==> config.mk <==
export PLATFORM = sky130hd
export DESIGN_NAME = imem_port_arbiter
export DESIGN_NICKNAME = d
export VERILOG_FILES = /design/src/rtl/cpu_pkg.sv /design/src/rtl/imem_port_arbiter.sv
export SDC_FILE = /design/constraint.sdc
export NUM_CORES = 1
export LEC_CHECK = 0
export CORE_ASPECT_RATIO = 0.6
export CORE_MARGIN = 2
export CORE_UTILIZATION = 20
export CTS_CLUSTER_DIAMETER = 40
export DETAILED_ROUTE_END_ITERATION = 8
export PLACE_DENSITY = 0.76
export SYNTH_ARGS = -nofsm -noshare
export SYNTH_HDL_FRONTEND = slang
export SYNTH_SLANG_ARGS = --single-unit
==> constraint.sdc <==
create_clock -name clk -period 1.5 [get_ports clk]
set_input_delay 0.225 -clock clk [delete_from_list [all_inputs] [get_ports clk]]
set_output_delay 0.225 -clock clk [all_outputs]
set_load 0.02 [all_outputs]
==> src/rtl/cpu_pkg.sv <==
// Shared CPU constants and the IMEM arbiter state encoding.
package cpu_pkg;

    localparam int unsigned INST_ADDR_WIDTH = 10;
    localparam int unsigned INST_DATA_WIDTH = 32;

    typedef enum logic [1:0] {
        LOAD = 2'd0,
        RUN  = 2'd1,
        HALT = 2'd2
    } imem_arb_state_e;

endpackage

==> src/rtl/imem_port_arbiter.sv <==
// Single-port IMEM owner: arbitrates loader writes against IF fetches across LOAD/RUN/HALT.
// Optional IMEM_WR_PROTECT_EN refuses loader writes in RUN and adds the ld_err output.
module imem_port_arbiter #(
    parameter int unsigned INST_ADDR_WIDTH = cpu_pkg::INST_ADDR_WIDTH,
    parameter int unsigned INST_DATA_WIDTH = cpu_pkg::INST_DATA_WIDTH,
    parameter int unsigned STARVE_LIMIT    = 4
) (
    input  logic                       clk,
    input  logic                       rst,
    input  logic                       ld_valid,
    output logic                       ld_ready,
    input  logic [INST_ADDR_WIDTH-1:0] ld_addr,
    input  logic [INST_DATA_WIDTH-1:0] ld_wdata,
    input  logic                       ld_done,
`ifdef IMEM_WR_PROTECT_EN
    output logic                       ld_err,
`endif
    input  logic                       fetch_req,
    input  logic [INST_ADDR_WIDTH-1:0] fetch_addr,
    output logic                       fetch_gnt,
    output logic                       fetch_rvalid,
    output logic [INST_DATA_WIDTH-1:0] fetch_rdata,
    input  logic                       halt_req,
    input  logic                       resume_req,
    output logic                       cpu_start,
    output logic [1:0]                 arb_state,
    output logic                       mem_en,
    output logic                       mem_we,
    output logic [INST_ADDR_WIDTH-1:0] mem_addr,
    output logic [INST_DATA_WIDTH-1:0] mem_wdata,
    input  logic [INST_DATA_WIDTH-1:0] mem_rdata
);
    import cpu_pkg::*;

    imem_arb_state_e state_q, state_d;
    logic            fetch_rvalid_q, fetch_rvalid_d;
    logic            ld_gnt;

`ifndef IMEM_WR_PROTECT_EN
    localparam int unsigned CNT_W = $clog2(STARVE_LIMIT + 1);

    logic [CNT_W-1:0] starve_cnt_q, starve_cnt_d;
    logic             starved;

    assign starved = (starve_cnt_q == CNT_W'(STARVE_LIMIT));
`endif

    always_comb begin
        state_d   = state_q;
        ld_ready  = 1'b0;
        fetch_gnt = 1'b0;
        cpu_start = 1'b0;
`ifdef IMEM_WR_PROTECT_EN
        ld_err    = 1'b0;
`endif
        case (state_q)
            LOAD: begin
                ld_ready = 1'b1;
                if (ld_done) state_d = RUN;
            end
            RUN: begin
                cpu_start = 1'b1;
`ifdef IMEM_WR_PROTECT_EN
                fetch_gnt = fetch_req;
                ld_err    = ld_valid;
`else
                // a starved loader steals exactly one cycle from the fetch path
                fetch_gnt = fetch_req && !(starved && ld_valid);
                ld_ready  = !fetch_req || starved;
`endif
                if (halt_req) state_d = HALT;
            end
            HALT: begin
                ld_ready = 1'b1;
                if (resume_req && !halt_req) state_d = RUN;
            end
            default: state_d = LOAD;
        endcase
    end

    assign ld_gnt = ld_valid && ld_ready;

`ifndef IMEM_WR_PROTECT_EN
    always_comb begin
        starve_cnt_d = '0;
        if (state_q == RUN && ld_valid && fetch_gnt)
            starve_cnt_d = starved ? starve_cnt_q : starve_cnt_q + CNT_W'(1);
    end

    always_ff @(posedge clk or negedge rst) begin
        if (!rst) starve_cnt_q <= '0;
        else      starve_cnt_q <= starve_cnt_d;
    end
`endif

    // SRAM port is held idle while reset is asserted
    always_comb begin
        mem_en    = 1'b0;
        mem_we    = 1'b0;
        mem_addr  = '0;
        mem_wdata = '0;
        if (!rst) begin
            mem_en = 1'b0;
        end else if (fetch_gnt) begin
            mem_en   = 1'b1;
            mem_addr = fetch_addr;
        end else if (ld_gnt) begin
            mem_en    = 1'b1;
            mem_we    = 1'b1;
            mem_addr  = ld_addr;
            mem_wdata = ld_wdata;
        end
    end

    assign fetch_rvalid_d = fetch_gnt;

    always_ff @(posedge clk or negedge rst) begin
        if (!rst) begin
            state_q        <= LOAD;
            fetch_rvalid_q <= 1'b0;
        end else begin
            state_q        <= state_d;
            fetch_rvalid_q <= fetch_rvalid_d;
        end
    end

    assign fetch_rvalid = fetch_rvalid_q;
    assign fetch_rdata  = mem_rdata;
    assign arb_state    = state_q;

endmodule

**Word level (Yosys, flattened, before mapping)**

Cells that the tools add are included.

- Register bits: 6
- Output and inout port bits: 82
- Word-level logic and storage cells: 44
- Input port bits: 91

- Mux-type cells: 20
- Eq/ne operators: 7
- Reduce and logical (&&, ||, !) cells: 13
- Add/subtract/negate cells: 1

Operators with widths:

| operator | count |
|---|---|
| $mux 32 | 3 |
| $mux 10 | 3 |
| $ne 2x2->1 const B | 4 |
| $mux 1 | 7 |
| $logic_and 1x1->1 | 6 |
| $mux 2 | 3 |
| $mux 3 | 2 |
| $pmux 2 s3 | 1 |
| $add 3x1->3 const B | 1 |
| $eq 3x3->1 const B | 1 |
| $logic_not 1->1 | 3 |
| $reduce_and 3->1 | 1 |
| $eq 2x1->1 const B | 1 |
| $eq 2x2->1 const B | 1 |
| $logic_not 2->1 | 1 |
| $pmux 1 s2 | 1 |
| $reduce_or 2->1 | 1 |
| $logic_or 1x1->1 | 1 |

**Logic depth before layout (Yosys ltp)**

Gate-level depths: netlist of the first run.

- Depth after elaboration: 7
- Depth in mapped cells: 6
- Mapped depth without buffers: 6

**Least setup slack after synthesis of the first run**

Ideal clock, no wire load.

- Path type: register to output
- Start point: register starve_cnt_q[0]
- End point: output mem_addr[0]
- Arrival: 1452 ps
- Required time: 1275 ps
- Slack: -177 ps
- Cell stages (with the launch flop): 7
- Path buffers: 1
- Cell sequence: dfrtp_1 -> inv_1 -> ha_1 -> and2_1 -> a211o_1 -> buf_6 -> o22ai_2

- Cells in the longest elaborated chain, start to end: 7
- Elaborated cells on any way between the ends: 11
- Those cells by class: eq/ne (1); mux (5); reduce/logical (5)

Ends and longest elaborated chain:

| element | line | text |
|---|---|---|
| start: declaration | imem_port_arbiter.sv:42 | `logic [CNT_W-1:0] starve_cnt_q, starve_cnt_d;` |
| start signal: assignment | imem_port_arbiter.sv:92 | `else starve_cnt_q <= starve_cnt_d;` |
| $eq 3x3->1 * | imem_port_arbiter.sv:45 | `assign starved = (starve_cnt_q == CNT_W'(STARVE_LIMIT));` |
| $logic_or 1x1->1 / $logic_and 1x1->1 (equally long branches) | imem_port_arbiter.sv:69, imem_port_arbiter.sv:68 |  |
| $pmux 1 s2 / $logic_not 1->1 (equally long branches) | imem_port_arbiter.sv:56, imem_port_arbiter.sv:68 |  |
| $logic_and 1x1->1, on equally long branches | imem_port_arbiter.sv:81, imem_port_arbiter.sv:68 |  |
| $mux 10 / $mux 1 (equally long branches) | imem_port_arbiter.sv:107, imem_port_arbiter.sv:56 |  |
| $mux 10 * | imem_port_arbiter.sv:104 | `end else if (fetch_gnt) begin` |
| $mux 10 * | imem_port_arbiter.sv:102 | `if (!rst) begin` |
| end: declaration | imem_port_arbiter.sv:29 | `output logic [INST_ADDR_WIDTH-1:0] mem_addr,` |

Every way passes the cells marked *; elsewhere a longest branch is shown, timed or not.

**Worst setup path after layout of the first run**

- Start point: register starve_cnt_q[0]
- End point: output mem_addr[3]

Same word-level chain as after synthesis.

==> results of run 1 <==
## cell usage after synthesis
cell type  number
buf_6           4
ha_1            2
inv_2           1
o21ai_0         1
mux2i_1         1
xor2_1          1
o211a_4         1
o22ai_2        10
inv_1           5
nand2_4         1
o21ai_4         1
buf_4          32
nand2_1        21
a21oi_1         1
clkbuf_1        2
nor2b_1         2
and3_1          3
nand2b_1        1
a21boi_2        1
and2_1         33
a221oi_1        1
o22ai_1         1
a21o_1          1
dfrtp_1         6
a211o_1         1
## layout make-up
type | instances | area [sq um] | share of cell area
clock buffers | 3 | 41.3 | 0.0163
inverters | 6 | 22.5 | 0.00887
multi-input cells | 88 | 842 | 0.332
flip-flops and latches | 6 | 153 | 0.0601
well taps | 66 | 82.6 | 0.0325
repair buffers | 134 | 1400 | 0.551
## cells by family (layout without fill, tap and decap cells)
family / count (synthesis) / after routing / share of synthesized area
mux: 1 / 1 / 0.00949
simple gates: 61 / 61 / 0.317
compound gates: 19 / 23 / 0.200
fa+ha+maj: 2 / 2 / 0.0237
buf+inv: 44 / 143 / 0.299
flops: 6 / 6 / 0.142
xor+xnor: 1 / 1 / 0.00831
## worst reg2reg max path: stages (launching register included)
cell	delay, ns
dfrtp_1	0.37
inv_1	0.07
ha_2	0.16
and2_4	0.23
a211o_1	0.20
buf_12	0.18
inv_2	0.08
and3_1	0.17
## worst max path at each step
stage                             end                   startpoint
after floorplan           mem_addr[0]  starve_cnt_q[1]$_DFFE_PN0P_
after global placement    mem_addr[1]                    fetch_req
after detailed placement  mem_addr[3]                    fetch_req
after CTS                 mem_addr[3]  starve_cnt_q[0]$_DFFE_PN0P_
after global routing      mem_addr[3]  starve_cnt_q[1]$_DFFE_PN0P_
final                     mem_addr[3]  starve_cnt_q[0]$_DFFE_PN0P_
## report_power, final
| group | switching, uW | leakage, uW | total, uW | internal [uW] |
|---|---|---|---|---|
| sequential | 62.3 | 0.0000776 | 271 | 208 |
| combinational | 860 | 0.00105 | 1900 | 1040 |
| clock | 71.1 | 0.0000216 | 244 | 173 |
## metal layers
layer | part of all wire | wire, um | GRT usage | vias up
li1 | - | - | - | 618
met1 | 0.46 | 1920 | 0.181 | 580
met2 | 0.44 | 1820 | 0.200 | 83
met3 | 0.092 | 382 | 0.0491 | 2
met4 | 0.0029 | 12 | 0.0179 | 0
met5 | 0 | 0 | 0 | -
## stage by stage
step	utilization	instances	TNS, ns	power (uW)
2_1_floorplan	-	134	-0.699	1200
3_3_place_gp	0.421	282	-36.17	1800
3_5_place_dp	0.421	282	-36.36	1800
4_1_cts	0.493	302	-15.62	2390
5_1_grt	0.500	303	-18.56	2540
6_report	0.500	303	-14.96	2410
## cell usage in the layout, fill, tap and decap left out, types with 2 or more instances in the layout
master and instances:
clkdlybuf4s50_1 57, buf_6 52, and2_4 33, nand2_1 21, buf_4 16, o22ai_4 10, inv_1 5, o211a_4 5
dfrtp_1 4, buf_12 4, and3_1 3, clkbuf_8 3, dlygate4sd2_1 3, nor2b_1 2, dfrtp_2 2
## state kept, by name, indices dropped and copies added, names as in the netlist
name / flops
starve_cnt_q: 3
arb_state: 2
fetch_rvalid: 1
## timing repair
action                     in CTS  in global routing
buffers inserted               13                  2
setup endpoints to repair      52                 50
pin swaps                      21                 21
gates cloned                    4                  0
gates resized for setup       315                  9
==> results by group, run 1 <==
Timing
  – Slew @ Worst Pin: around 0.25 ns
  – WHS: just over 0.2 ns
  – Final setup viols: between 40 and 50
  – Fmax achieved: approximately 520 MHz
  – Final setup margin: -0.420 ns
  – RSZ-0062 raised after global routing: true
  – Final min period: approximately 1.9 ns
  – Slew margin rel.: 0.834
  – Hold Vio Cnt, Final: 0
  – Final worst-path cycle share: 1.28
  – Max-slew violations: 0
  – Skew final: around 0.00021 ns

Critical path
  – Crit-path slowest cell: dfrtp_1
  – Highest cell delay on the worst timing path: ~0.34 ns
  – Worst reg2reg path depth: 7
  – CP bufs+invs: 3
  – Worst r2r dst: starve_cnt_q[0]$_DFFE_PN0P_
  – Kind of end point of the critical path: output port
  – Levels on crit path: 7
  – WS Path Type: flip-flop to output port
  – Crit path max fanout: 11
  – WP data required: about 1.3 ns
  – Critical path launch point type: flip-flop
  – Flop-to-flop setup slack: -0.08 ns
  – Worst r2r src: starve_cnt_q[0]$_DFFE_PN0P_
  – Critical-path cell list: inv_1, ha_2, and2_4, a211o_1, buf_12, o22ai_4, buf_6
  – Worst Path Arrival: 1.70 ns
  – Top delay family on crit path: compound AO/OA/AOI/OAI gates

Clock network
  – CTS Buf Count: 3
  – CTS Hold Buffers Added: 0
  – CTS H-tree lvls: 1
  – CTS Buffer Depth: 2
  – CTS tree: built
  – Root buf cell: clkbuf_8
  – Worst skew pair latency: roughly 0.22 ns
  – Clk slew on worst S/H paths: roughly 0.04 ns
  – CTS Sinks: 6

Logic synthesis
  – Yosys warns: 0
  – Yosys cell types: 25
  – Synth top area cells: buf_4 (23%), and2_1 (20%), dfrtp_1 (14%)
  – Syn_area_per_cell: 7.87 sq um
  – Post-synthesis cell area: roughly 0.0011 sq mm
  – Sequential area share after synthesis: 0.142
  – Synthesis-stage register bit count: 6
  – Syn Inst Count: 134
  – Synth Net Count: about 230
  – Yosys top cell area share: 0.228
  – Cell taking the most area after synthesis: buf_4

Global route
  – All-layer global routing usage: 0.131
  – First-pass GRT wire length: approximately 6000 um
  – Vias in the first global route: about 1200
  – Initial antenna violation count: 0
  – Remaining global-route overflow: 0
  – Largest net degree at the start of global routing: 23

Floorplan
  – Die width: about 98 um
  – Die Span Y: between 60 and 70 um
  – Cell Rows: 20
  – Core area: 0.00508 sq mm
  – IO Count: about 170
  – Starting Density: 0.208
  – Die ar.: between 0.005 and 0.006 sq mm

Finish
  – Fill count: around 460
  – Share of layout cells above drive strength 1: 0.561
  – Final #Nets: about 330
  – Area Overhead vs Synth: 141%
  – Antenna diode count: 0
  – Fin area: 0.00254 sq mm

Detailed routing
  – Initial DRC Count: 16
  – Residual DRC: 0
  – DRT Pass-1 Iters: 4
  – Drt total wl: between 4000 and 5000 um
  – Vias per cell: 4.23
  – Detail Route Antenna Nets: 0
  – Vias: between 1000 and 1500
  – WL per Instance: approximately 14 um

Placement
  – Placer congestion estimate: approximately 0.74
  – Port buffer count: between 100 and 150
  – Pre-CTS setup slack: -0.873 ns
  – Post-DP HPWL: 2750 um
  – Placed instance area: approximately 0.0021 sq mm

Hold path
  – Min-delay worst type: input port to asynchronous set/reset pin

Power and ir drop
  – Peak VDD IR: between 0.9 and 1 mV
  – Static Leak: roughly 0.0011 uW
  – P per Cell Area: around 950 mW/mm^2

Run
  – Max_cap viols: 0

Outcome
  – Failing checks: setup timing
  – Status: complete, but fails checks
Power figures use the tool's default switching activity.
==> run 2, diff against run 1 <==
--- a/config.mk
+++ b/config.mk
@@ -10,7 +10,7 @@
 export CORE_UTILIZATION = 20
 export CTS_CLUSTER_DIAMETER = 40
 export DETAILED_ROUTE_END_ITERATION = 8
-export PLACE_DENSITY = 0.76
+export PLACE_DENSITY = 0.78
 export SYNTH_ARGS = -nofsm -noshare
 export SYNTH_HDL_FRONTEND = slang
 export SYNTH_SLANG_ARGS = --single-unit
==> results by group, run 2 (synthesis results as in run 1) <==
Run
  – Max_cap viols: 0

Floorplan
  – Starting Density: 0.208
  – Core area: roughly 0.005 sq mm
  – Die Span Y: about 60 um
  – IO Count: ~170
  – Die width: approximately 98 um
  – Cell Rows: 20
  – Die ar.: ~0.0059 sq mm

Finish
  – Commonest non-fill, non-tap cell in the layout: clkdlybuf4s50_1
  – Non-filler cells, final: about 300
  – Fin area: roughly 0.0025 sq mm
  – Most flop-heavy register: starve_cnt_q
  – Max reg flops: 3
  – Final #Nets: approximately 330
  – Share of layout cells above drive strength 1: 0.557
  – Antenna diode count: 0
  – Commonest cells after routing, fill and taps aside: clkdlybuf4s50_1 (56), buf_6 (49), and2_4 (33)
  – Area Overhead vs Synth: 140%

Detailed routing
  – Vias: 1253
  – Vias per cell: 4.16
  – DRT Pass-1 Iters: 4
  – Detail Route Antenna Nets: 0
  – WL per Instance: ~14 um
  – Initial DRC Count: 18
  – Residual DRC: 0
  – Drt total wl: 4240 um

Timing
  – Skew final: ~0.004 ns
  – Final worst-path cycle share: 1.28
  – Slew @ Worst Pin: about 0.26 ns
  – Final min period: between 1.5 and 2 ns
  – Hold Vio Cnt, Final: 0
  – Final setup margin: -0.423 ns
  – WHS: about 0.18 ns
  – RSZ-0062 raised after global routing: true
  – Fmax achieved: 520 MHz
  – Slew margin rel.: 0.829
  – Max-slew violations: 0
  – Final setup viols: 49
  – Setup TNS Final: -15.79 ns

Critical path
  – Critical path launch point type: flip-flop
  – Worst Path Arrival: around 1.7 ns
  – Kind of end point of the critical path: output port
  – Crit path max fanout: 5
  – WP data required: 1.27 ns
  – Worst reg2reg path depth: 7
  – Flop-to-flop setup slack: -0.05 ns
  – WS Path Type: flip-flop to output port

Power and ir drop
  – Sw Pwr: 1010 uW
  – Int Pwr: roughly 1400 uW
  – Switching Share: 0.415
  – Clock power frac: 0.113
  – Sequential cell fraction of total power: 0.108
  – Peak VDD IR: approximately 1.0 mV
  – Combinational share of power: 0.779
  – Static Leak: around 0.0011 uW
  – P per Cell Area: 957 mW/mm^2

Clock network
  – CTS Buffer Depth: 2
  – CTS Sinks: 6
  – Worst skew pair latency: 0.23 ns
  – CTS H-tree lvls: 1
  – Root buf cell: clkbuf_8
  – Clk slew on worst S/H paths: 0.04 ns
  – CTS tree: built
  – CTS Buf Count: 3

Hold path
  – Min-delay worst type: input port to asynchronous set/reset pin

Global route
  – Largest net degree at the start of global routing: 22
  – All-layer global routing usage: 0.138
  – Initial antenna violation count: 0
  – Vias in the first global route: roughly 1300
  – First-pass GRT wire length: around 6300 um
  – Remaining global-route overflow: 0

Outcome
  – Status: complete, but fails checks
  – Failing checks: setup timing

Placement
  – Placed instance area: roughly 0.0021 sq mm
  – Port buffer count: 108
  – Placed cells: 283
  – Post-DP HPWL: 2790 um
  – Placer congestion estimate: 0.725
  – Pre-CTS setup slack: -0.890 ns
## run 2: changes by cell type in the layout (fill, tap and decap cells not counted)
cell	previous run	this run
dlygate4sd2_1	3	4
nand2_4	0	1
buf_4	16	15
nand2_8	1	0
clkbuf_1	0	1
clkdlybuf4s50_1	57	56
buf_6	52	49
a211o_1	1	0
a211o_4	0	1
buf_16	0	1
## run 2: path summary, 6_finish.rpt
| check | start | to |
|---|---|---|
| max | starve_cnt_q[1]$_DFFE_PN0P_ | mem_addr[4] |
| min | rst | arb_state[1]$_DFFE_PN0P_ |
| max reg2reg | starve_cnt_q[1]$_DFFE_PN0P_ | starve_cnt_q[0]$_DFFE_PN0P_ |
| min reg2reg | starve_cnt_q[0]$_DFFE_PN0P_ | starve_cnt_q[0]$_DFFE_PN0P_ |
| max in group asynchronous | rst | starve_cnt_q[1]$_DFFE_PN0P_ |
| min in group clk | mem_rdata[16] | fetch_rdata[16] |
## run 2: power groups by stage
stage               clock network (uW)  logic (uW)  registers (uW)
CTS                                278        1900             262
global route                       296        2000             264
detailed placement                   0        1510             267
global placement                     0        1500             264
floorplan                            0         874             323
finish                             272        1890             263
## run 2: what timing repair did
item | in CTS | in global routing
cloned | 5 | 0
hold buffers | 0 | 0
resized for setup | 323 | 0
pin swaps | 41 | 6
setup buffers | 8 | 1
endpoints found under the setup margin | 52 | 49
## run 2: layout make-up
cell class | count | area, sq um
fill | 464 | 2550
sequential | 6 | 153
multi-input combinational | 88 | 842
tap | 66 | 82.6
inverter | 6 | 22.5
clock buffer | 4 | 45.0
timing repair buffer | 131 | 1380
## run 2: metrics by stage
stage               total power, uW   util
floorplan                      1200      -
global placement               1770  0.423
detailed placement             1780  0.423
CTS                            2440  0.496
global route                   2560  0.498
finish                         2420  0.498
## run 2: worst max-delay path, cell delays in order (launching register included)
cell and delay (ns):
dfrtp_1 0.34, inv_1 0.05, ha_2 0.16, and2_4 0.15
a211o_4 0.37, buf_16 0.16, o22ai_4 0.10, buf_6 0.14
## run 2: metal layers
| metal | GRT usage | share of wire | wire, um | up-vias |
|---|---|---|---|---|
| met2 | 0.222 | 0.46 | 1960 | 66 |
| met5 | 0 | 0 | 0 | - |
| met1 | 0.183 | 0.45 | 1910 | 570 |
| met3 | 0.0468 | 0.085 | 362 | 2 |
| li1 | - | - | - | 615 |
| met4 | 0.0258 | 0.00094 | 4 | 0 |
==> run 3, diff against run 2 <==
--- a/config.mk
+++ b/config.mk
@@ -7,10 +7,10 @@
 export LEC_CHECK = 0
 export CORE_ASPECT_RATIO = 0.6
 export CORE_MARGIN = 2
-export CORE_UTILIZATION = 20
+export CORE_UTILIZATION = 24
 export CTS_CLUSTER_DIAMETER = 40
 export DETAILED_ROUTE_END_ITERATION = 8
-export PLACE_DENSITY = 0.78
+export PLACE_DENSITY = 0.88
 export SYNTH_ARGS = -nofsm -noshare
 export SYNTH_HDL_FRONTEND = slang
 export SYNTH_SLANG_ARGS = --single-unit
==> constraint.sdc (replaced) <==
create_clock -name clk -period 2.4 [get_ports clk]
set_input_delay 0.36 -clock clk [delete_from_list [all_inputs] [get_ports clk]]
set_output_delay 0.36 -clock clk [all_outputs]
set_load 0.02 [all_outputs]
==> results by group, run 3 (synthesis results as in run 1) <==
Detailed routing
  – Vias: about 1200
  – Vias per cell: 4.28
  – Residual DRC: 0
  – Detail Route Antenna Nets: 0
  – DRT Pass-1 Iters: 4
  – WL per Instance: about 14 um
  – Drt total wl: around 4000 um
  – Initial DRC Count: 24

Timing
  – Slew @ Worst Pin: roughly 0.37 ns
  – RSZ-0062 raised after global routing: false
  – Hold Vio Cnt, Final: 0
  – Final setup viols: 0
  – Max-slew violations: 0
  – Setup TNS Final: 0 ns
  – Slew margin rel.: 0.754
  – Final min period: approximately 2.3 ns
  – Skew final: roughly 0.0013 ns
  – Final worst-path cycle share: 0.972
  – Fmax achieved: roughly 430 MHz

Finish
  – Final core occ: 0.485
  – Multi-input gate area: 617 sq um
  – Final #Nets: 315
  – Area Overhead vs Synth: 91.7%
  – Commonest non-fill, non-tap cell in the layout: clkdlybuf4s50_1
  – Antenna diode count: 0
  – Most flop-heavy register: starve_cnt_q
  – Commonest cells after routing, fill and taps aside: clkdlybuf4s50_1 (65), dlygate4sd2_1 (33), and2_1 (32)
  – Share of layout cells above drive strength 1: 0.186
  – Fin area: a little over 0.002 sq mm
  – Register area: about 150 sq um
  – Max reg flops: 3
  – Fill count: between 400 and 500

Clock network
  – Clk slew on worst S/H paths: roughly 0.040 ns
  – CTS tree: built
  – CTS Sinks: 6
  – Root buf cell: clkbuf_8
  – Worst skew pair latency: 0.22 ns
  – CTS Hold Buffers Added: 0
  – CTS Buf Count: 3
  – CTS H-tree lvls: 1
  – CTS Buffer Depth: 2

Floorplan
  – Cell Rows: 18
  – Die Span Y: about 55 um
  – IO Count: approximately 170
  – Die width: around 90 um
  – Core area: 0.00417 sq mm
  – Starting Density: 0.253
  – Die ar.: 0.00496 sq mm

Critical path
  – Worst Path Arrival: about 2.0 ns
  – Kind of end point of the critical path: output port
  – Crit path max fanout: 5
  – Worst r2r src: starve_cnt_q[0]$_DFFE_PN0P_
  – Critical path launch point type: input port
  – Setup crit start: rst
  – WS Path Type: input port to output port
  – WP data required: 2.04 ns

Outcome
  – Status: finished clean

Hold path
  – Min-delay worst type: flip-flop to flip-flop
  – Worst hold start: starve_cnt_q[0]$_DFFE_PN0P_

Global route
  – Remaining global-route overflow: 0
  – Initial antenna violation count: 0
  – Largest net degree at the start of global routing: 21
  – Vias in the first global route: between 1000 and 1500
  – All-layer global routing usage: 0.155
  – First-pass GRT wire length: about 6100 um

Placement
  – Port buffer count: ~110
  – Placer congestion estimate: 0.699
  – Placed instance area: 0.00201 sq mm
  – Post-DP HPWL: slightly above 3000 um

Power and ir drop
  – Static Leak: ~0.0010 uW
  – Peak VDD IR: around 0.44 mV
  – P per Cell Area: 561 mW/mm^2

Run
  – Max_cap viols: 0
run 3: area by class of cell:
| class | instances | area share |
|---|---|---|
| multi-input cells | 85 | 0.305 |
| clock buffers | 3 | 0.0204 |
| well taps | 60 | 0.0371 |
| flip-flops and latches | 6 | 0.0743 |
| inverters | 6 | 0.0111 |
| repair buffers | 120 | 0.552 |
run 3: what timing repair did:
action,CTS,global route
pin swaps,1,0
setup buffers,3,0
gates cloned,1,0
resized for setup,49,17
setup endpoints to repair,44,16
run 3: critical path, cell delays in order:
cell and delay (ns):
clkdlybuf4s50_1 0.66, inv_1 0.07, a221oi_1 0.22, clkdlybuf4s50_1 0.66
run 3: path summary, 6_finish.rpt:
| kind | end | slack, ns | cells past startpoint |
|---|---|---|---|
| setup reg to reg | starve_cnt_q[0]$_DFFE_PN0P_ | 0.73 | 8 |
| setup / recovery | mem_en | 0.07 | 4 |
| max in group asynchronous | arb_state[1]$_DFFE_PN0P_ | 1.60 | 2 |
| min in group asynchronous | fetch_rvalid$_DFF_PN0_ | 0.69 | 2 |
| hold reg to reg | starve_cnt_q[0]$_DFFE_PN0P_ | 0.60 | 2 |
| hold / removal | starve_cnt_q[0]$_DFFE_PN0P_ | 0.60 | 2 |
run 3: per-layer routing:
| metal | up-vias | wire (um) | global-route usage |
|---|---|---|---|
| met1 | 550 | 1690 | 0.196 |
| met4 | 0 | 4 | 0.0299 |
| li1 | 573 | - | - |
| met3 | 2 | 471 | 0.0673 |
| met5 | - | 0 | 0 |
| met2 | 73 | 1830 | 0.245 |
run 3: per-stage QoR:
step	setup WS, ns	power [uW]	std cells	hold WS [ns]
2_1_floorplan	0.588	659	134	0.0644
3_3_place_gp	-0.122	1010	273	0.572
3_5_place_dp	-0.130	1020	273	0.598
4_1_cts	0.000389	1150	280	0.605
5_1_grt	0.00549	1200	280	0.635
6_report	0.0677	1130	280	0.597
run 3: report_power, final:
part	switching, uW	internal (uW)
combinational	397	410
sequential	54.3	126
clock	39.6	107
total	491	643
